### src/rtl/mlp_pkg.sv
// Shared widths, scaling constants and FSM states for the MLP datapath.
// Build option: MLP_RELU_EN clamps negative results to zero.
package mlp_pkg;

  localparam int NEURON_W   = 16;
  localparam int WEIGHT_W   = 8;
  localparam int BIAS_W     = 8;
  localparam int ADDR_W     = 12;
  localparam int ACC_W      = 36;
  localparam int PROD_W     = NEURON_W + WEIGHT_W;
  localparam int BIAS_SHIFT = 8;
  localparam int OUT_SHIFT  = 7;

  typedef enum logic [1:0] {
    IDLE,
    ACCUM,
    DONE
  } state_e;

endpackage

### src/rtl/mult_acc_3_sat_relu_3.sv
// Q?.15 accumulator to Q8.8 output: shift, saturate, optional ReLU.
// Build option: MLP_RELU_EN forces negative results to 0x0000.
module sat_relu_3
  import mlp_pkg::*;
(
  input  logic [ACC_W-1:0]    acc_i,
  output logic [NEURON_W-1:0] val_o
);

  logic signed [ACC_W-1:0] shifted;
  logic                    pos_ovf;
  logic                    neg_ovf;
  logic [NEURON_W-1:0]     sat;

  assign shifted = $signed(acc_i) >>> OUT_SHIFT;

  // Bits above the 16-bit sign position must all match the sign bit.
  assign pos_ovf = ~shifted[ACC_W-1] &
                   (|shifted[ACC_W-2:NEURON_W-1]);
  assign neg_ovf = shifted[ACC_W-1] &
                   ~(&shifted[ACC_W-2:NEURON_W-1]);

  always_comb begin
    sat = shifted[NEURON_W-1:0];
    if (pos_ovf) sat = {1'b0, {(NEURON_W-1){1'b1}}};
    if (neg_ovf) sat = {1'b1, {(NEURON_W-1){1'b0}}};
  end

`ifdef MLP_RELU_EN
  assign val_o = sat[NEURON_W-1] ? '0 : sat;
`else
  assign val_o = sat;
`endif

endmodule

### src/rtl/mult_acc_3.sv
// Multiply-accumulate neuron stage: bias + sum(act*weight), Q8.8 out.
// Build option: MLP_RELU_EN (see sat_relu_3).
module mult_acc_3
  import mlp_pkg::*;
(
  input  logic                clk,
  input  logic                reset,
  input  logic                done_3,
  input  logic [NEURON_W-1:0] neuron_val_3,
  input  logic [WEIGHT_W-1:0] weight_val_3,
  input  logic [BIAS_W-1:0]   bias_val_3,
  input  logic                reset_mult_acc_3,
  input  logic [ADDR_W-1:0]   out_neuron_addr_3,
  input  logic                write_neuron_3,
  output logic [NEURON_W-1:0] neuron_val_4,
  output logic [ADDR_W-1:0]   out_neuron_addr_4,
  output logic                write_neuron_4,
  output logic                done_4
);

  state_e              state_q, state_d;
  logic [ACC_W-1:0]    acc_q, acc_d;
  logic [NEURON_W-1:0] val_q, val_d;
  logic [ADDR_W-1:0]   addr_q, addr_d;
  logic                wr_q, wr_d;
  logic                done_q, done_d;

  logic signed [PROD_W-1:0] prod;
  logic [ACC_W-1:0]         prod_ext;
  logic [ACC_W-1:0]         bias_term;
  logic [NEURON_W-1:0]      sat_val;
  logic                     live;
  logic                     fire;

  assign prod      = PROD_W'($signed(neuron_val_3)) *
                     PROD_W'($signed(weight_val_3));
  assign prod_ext  = ACC_W'(prod);
  assign bias_term = ACC_W'($signed(bias_val_3)) << BIAS_SHIFT;

  assign live = (state_q != DONE);
  assign fire = live & (reset_mult_acc_3 | (state_q == ACCUM));

  sat_relu_3 u_sat (
    .acc_i (acc_d),
    .val_o (sat_val)
  );

  always_comb begin
    state_d = state_q;
    acc_d   = acc_q;
    val_d   = val_q;
    addr_d  = addr_q;
    wr_d    = 1'b0;
    done_d  = done_q;
    if (live) begin
      // A new first term drops any partial sum.
      if (reset_mult_acc_3)
        acc_d = bias_term + prod_ext;
      else if (state_q == ACCUM)
        acc_d = acc_q + prod_ext;
      if (write_neuron_3 && fire) begin
        wr_d    = 1'b1;
        val_d   = sat_val;
        addr_d  = out_neuron_addr_3;
        state_d = IDLE;
      end else if (reset_mult_acc_3) begin
        state_d = ACCUM;
      end
      if (done_3) begin
        done_d  = 1'b1;
        state_d = DONE;
      end
    end
  end

  always_ff @(posedge clk or posedge reset) begin
    if (reset) begin
      state_q <= IDLE;
      acc_q   <= '0;
      val_q   <= '0;
      addr_q  <= '0;
      wr_q    <= 1'b0;
      done_q  <= 1'b0;
    end else begin
      state_q <= state_d;
      acc_q   <= acc_d;
      val_q   <= val_d;
      addr_q  <= addr_d;
      wr_q    <= wr_d;
      done_q  <= done_d;
    end
  end

  assign neuron_val_4      = val_q;
  assign out_neuron_addr_4 = addr_q;
  assign write_neuron_4    = wr_q;
  assign done_4            = done_q;

endmodule

### config.mk
export PLATFORM = sky130hd
export DESIGN_NAME = mult_acc_3
export DESIGN_NICKNAME = d
export VERILOG_FILES = /design/src/rtl/mlp_pkg.sv /design/src/rtl/mult_acc_3_sat_relu_3.sv /design/src/rtl/mult_acc_3.sv
export SDC_FILE = /design/constraint.sdc
export NUM_CORES = 1
export LEC_CHECK = 0
export CORE_UTILIZATION = 66
export DETAILED_ROUTE_END_ITERATION = 8
export GPL_ROUTABILITY_DRIVEN = 0
export HOLD_SLACK_MARGIN = 0.08
export PLACE_DENSITY_LB_ADDON = 0.05
export RECOVER_POWER = 25
export SYNTH_ARGS = -nofsm -noshare
export SYNTH_HDL_FRONTEND = slang
export SYNTH_SLANG_ARGS = --single-unit
### constraint.sdc
create_clock -name clk -period 7.1 [get_ports clk]
set_input_delay 2.13 -clock clk [delete_from_list [all_inputs] [get_ports clk]]
set_output_delay 2.13 -clock clk [all_outputs]
set_load 0.02 [all_outputs]
==> results.md, run 1 <==
- Post-CTS Hold Fix Bufs: 0
- Clock sinks: 68
- H-tree Lvls: 3
- Status: did not finish
- Synth top area cells: fa_1 (20%), dfrtp_1 (16%), ha_1 (11%)
- Setup WS pre-CTS: -2.999 ns
- Dpl hpwl: between 20000 and 30000 um
- Most frequent cells after synthesis: inv_1 (164), nand2_1 (109), a21oi_1 (106)
- CTS resizes: 322
- Starting Density: 68.35%
- Width of the die: ~130 um
- Synth top area share: between 20% and 30%
- Most common cell in the netlist: inv_1
- Root Buffer: clkbuf_16
- Netlist Area Pre-Place: about 10000 um^2
- Syn avg cell area: ~8.6 um^2
- Cell variety after synth: a little over 80
- EDFF count, synth: 0
- Seq cells post-synth: slightly below 70
- Deepest clock path buffer count: 2
- I/O Buffers: 78
- Seq/Total Area, Yosys: roughly 16%
- Cts bufs inserted: 9
- Stopped at: clock tree synthesis
- Ys flop type: dfrtp_1
- Error: [ERROR DPL-0038] Utilization greater than 100%, impossible to legalize
- Post-CTS setup buffer count: 58
- Row cnt: between 40 and 50
- # IOs: between 70 and 80
- Synth area leader: fa_1
- Chip height: ~130 um
- Post-synthesis cell count: approximately 1200
- Syn_nets: 1472
- Post-synth ARST share: 100.0%
- Syn. warnings: 0
==> metrics by stage <==
| stage | TNS, ns | utilization [%] | cell area [um^2] | std cells |
|---|---|---|---|---|
| 3_5_place_dp | -91.45 | 89.80 | 13750 | 1745 |
| 3_3_place_gp | -81.21 | 89.80 | 13750 | 1745 |
| 2_1_floorplan | -42.80 | - | 10850 | 1222 |
==> logic make-up after synthesis <==
logic type / count (synthesis) / synth area share [%]
DFF: 68 / 16.26
adders and majority gates: 201 / 31.56
muxes: 14 / 1.530
and+or+nand+nor: 352 / 17.16
AOI/OAI and AO/OA: 322 / 20.86
buffers and inverters: 205 / 7.614
xor gates and xnor gates: 60 / 5.020
==> inputs of run 2 (changes only) <==
--- a/config.mk
+++ b/config.mk
@@ -5,11 +5,10 @@
 export SDC_FILE = /design/constraint.sdc
 export NUM_CORES = 1
 export LEC_CHECK = 0
-export CORE_UTILIZATION = 66
+export CORE_UTILIZATION = 40
 export DETAILED_ROUTE_END_ITERATION = 8
 export GPL_ROUTABILITY_DRIVEN = 0
-export HOLD_SLACK_MARGIN = 0.08
-export PLACE_DENSITY_LB_ADDON = 0.05
+export PLACE_DENSITY_LB_ADDON = 0.15
 export RECOVER_POWER = 25
 export SYNTH_ARGS = -nofsm -noshare
 export SYNTH_HDL_FRONTEND = slang
==> results.md, run 2 <==
- Achievable Freq: 108.1 MHz
- Crit-path max cell delay: ~0.52 ns
- Die area: roughly 27000 um^2
- Deepest clock path buffer count: 2 (unchanged)
- First DRT Iteration DRCs: 547
- Final setup fails: 40
- Setup CP Type: in2reg
- Initial antenna violation count: 0
- Via Count: 10300
- CP max FO: 7
- Critical path's slowest cell: fa_1
- 1st-pass router iterations: 5
- Failing checks: setup timing
- # IOs: 79 (unchanged)
- Worst path top cell family by delay: compound AO/OA/AOI/OAI gates
- Critical path capture point type: flip-flop
- Vias in the first global route: approximately 11000
- Most common cell after layout, fill and taps aside: buf_4
- DRC viols: 0
- Seq/Total Area, Yosys: 16.26% (unchanged)
- Slew headroom: 5.533%
- Diode count: 0
- Ys flop type: dfrtp_1
- Layout Nets: around 1900
- Max Clock Skew: ~0.011 ns
- EDFF count, synth: 0 (unchanged)
- Startpoint types: input pin
- Synth top area cells: fa_1 (20%), dfrtp_1 (16%), ha_1 (11%)
- Worst flop-to-flop path startpoint: acc_q[0]
- Most common cell in the netlist: inv_1
- Area growth from synthesis to layout: 52.14%
- Final hold vios: 0
- Post-route ant nets: 0
- CTS tree: done
- Post-DP Area: 13990 um^2 (+1.7%)
- RSZ-0062 raised after global routing: yes
- Global-route wire length before repair: about 52000 um
- Crit path arrival time: between 9 and 10 ns
- Max FFs per register: 36
- Fin crit share: 130.3%
- Syn avg cell area: 8.566 um^2 (unchanged)
- Root Buffer: clkbuf_16
- Max-cap violations: 0
- Hold_sp: done_4
- Final core occ: between 60 and 70%
- Synth area leader: fa_1
- Starting Density: 41.21% (-27 points)
- CP bufs+invs: 9
- Post-synth ARST share: 100.0% (unchanged)
- Seq cells post-synth: 68 (unchanged)
- Crit path required time: 7.32 ns
- Cell variety after synth: 83 (unchanged)
- CP startpoint: weight_val_3[4]
- Design Area, Final: 15930 um^2
- Wire length per cell: about 17 um
- Vias per std cell: 5.294
- Largest reg by FF count: acc_q
- Largest net degree at the start of global routing: 38
- Worst min path class: reg2reg
- Cts bufs inserted: 9 (unchanged)
- Final WS setup: -2.152 ns
- Most frequent cells in the layout: buf_4 (301), inv_1 (145), fa_1 (99)
- H-tree Lvls: 3 (unchanged)
- Clock sinks: 68 (unchanged)
- Dpl hpwl: 24770 um (-10%)
- Syn. warnings: 0 (unchanged)
- Core box area: 25400 um^2
- Status: complete, but fails checks
- Post-Route WL: 32460 um
- I/O Buffers: 78 (unchanged)
- Post-synthesis cell count: 1222 (unchanged)
- Fin crit period: between 9 and 10 ns
- Row cnt: 58 (+29%)
- Layout cells sized above 1: roughly 40%
- Remaining global-route overflow: 0
- Synth top area share: 20.08% (unchanged)
- Syn_nets: 1472 (unchanged)
- Chip height: 163.8 um (+28%)
- Pins Over Slew Limit: 0
- Width of the die: 163.8 um (+28%)
- Worst Tran Pin Value: approximately 1.4 ns
- Worst-path clk slew: around 0.070 ns
- Setup TNS: -53.87 ns
- Worst skew pair latency: 0.34 ns
- Total GRT Usage: about a quarter
- Netlist Area Pre-Place: 10470 um^2 (unchanged)
- Most frequent cells after synthesis: inv_1 (164), nand2_1 (109), a21oi_1 (106)
## run 2: cell counts after synthesis
No cell type changed its count.
## run 2: cells by family after synthesis
group | count (synthesis) | share of synthesized area (%)
xor+xnor | 60 | 5.020
buf+inv | 205 | 7.614
compound gates | 322 | 20.86
fa+ha+maj | 201 | 31.56
mux | 14 | 1.530
simple gates | 352 | 17.16
flops | 68 | 16.26
## run 2: metrics by stage
stage / hold WS (ns) / std cells / setup WS (ns)
after global placement: 0.4432 / 1877 / -2.906
after floorplan: 0.4876 / 1222 / -2.053
final: 0.4590 / 1945 / -2.152
after CTS: 0.4661 / 1915 / -2.171
after detailed placement: 0.4465 / 1877 / -2.981
after global routing: 0.5014 / 1945 / -2.384
## run 2: worst register-to-register path: stages, from the launching register on
cell and delay, ns:
dfrtp_1 0.35, ha_1 0.19, inv_1 0.07, fa_1 0.41, or2b_1 0.27, a21o_1 0.25, a2111o_1 0.48, a31oi_4 0.26
o22ai_4 0.12, buf_6 0.13, o21ai_2 0.11, xor2_1 0.09, a221oi_2 0.30, nand4_1 0.22, o41ai_4 0.38, buf_4 0.18
clkbuf_16 0.14, a32oi_1 0.06
## run 2: layout make-up
type                       count  area, um^2
clock buffer                   9       225.2
clock inverter                 7       82.58
fill                        2168        9474
inverter                     164       621.8
multi-input combinational    949        9365
sequential                    68        1702
tap                          330       412.9
timing repair buffer         418        3516
## run 2: final timing paths
path / endpoint / slack (ns) / cells after the start
max: neuron_val_4[12] / -2.15 / 35
min: done_4 / 0.46 / 1
max reg2reg: neuron_val_4[12] / 2.96 / 17
min reg2reg: done_4 / 0.46 / 1
max in group asynchronous: acc_q[17] / 3.25 / 3
min in group asynchronous: write_neuron_4 / 2.64 / 2
## run 2: repair_timing
action                                  4_1_cts  5_1_grt
cloned                                        3        0
endpoints found under the setup margin       43       41
hold buffers                                  0        0
pin swaps                                    84      108
resized for setup                           212      178
setup buffers                                19       36
## run 2: routing by layer
layer / part of all wire, % / GRT usage (%) / vias up
met5: 0 / 0 / -
met1: 46 / 32.99 / 5003
met4: 2.2 / 7.155 / 0
li1: - / - / 4974
met3: 4.1 / 1.970 / 48
met2: 48 / 41.76 / 272
Power of run 2 is left out: the tool's default activity adds up to more than one toggle a clock period on the data nets, which glitch-free logic cannot reach.
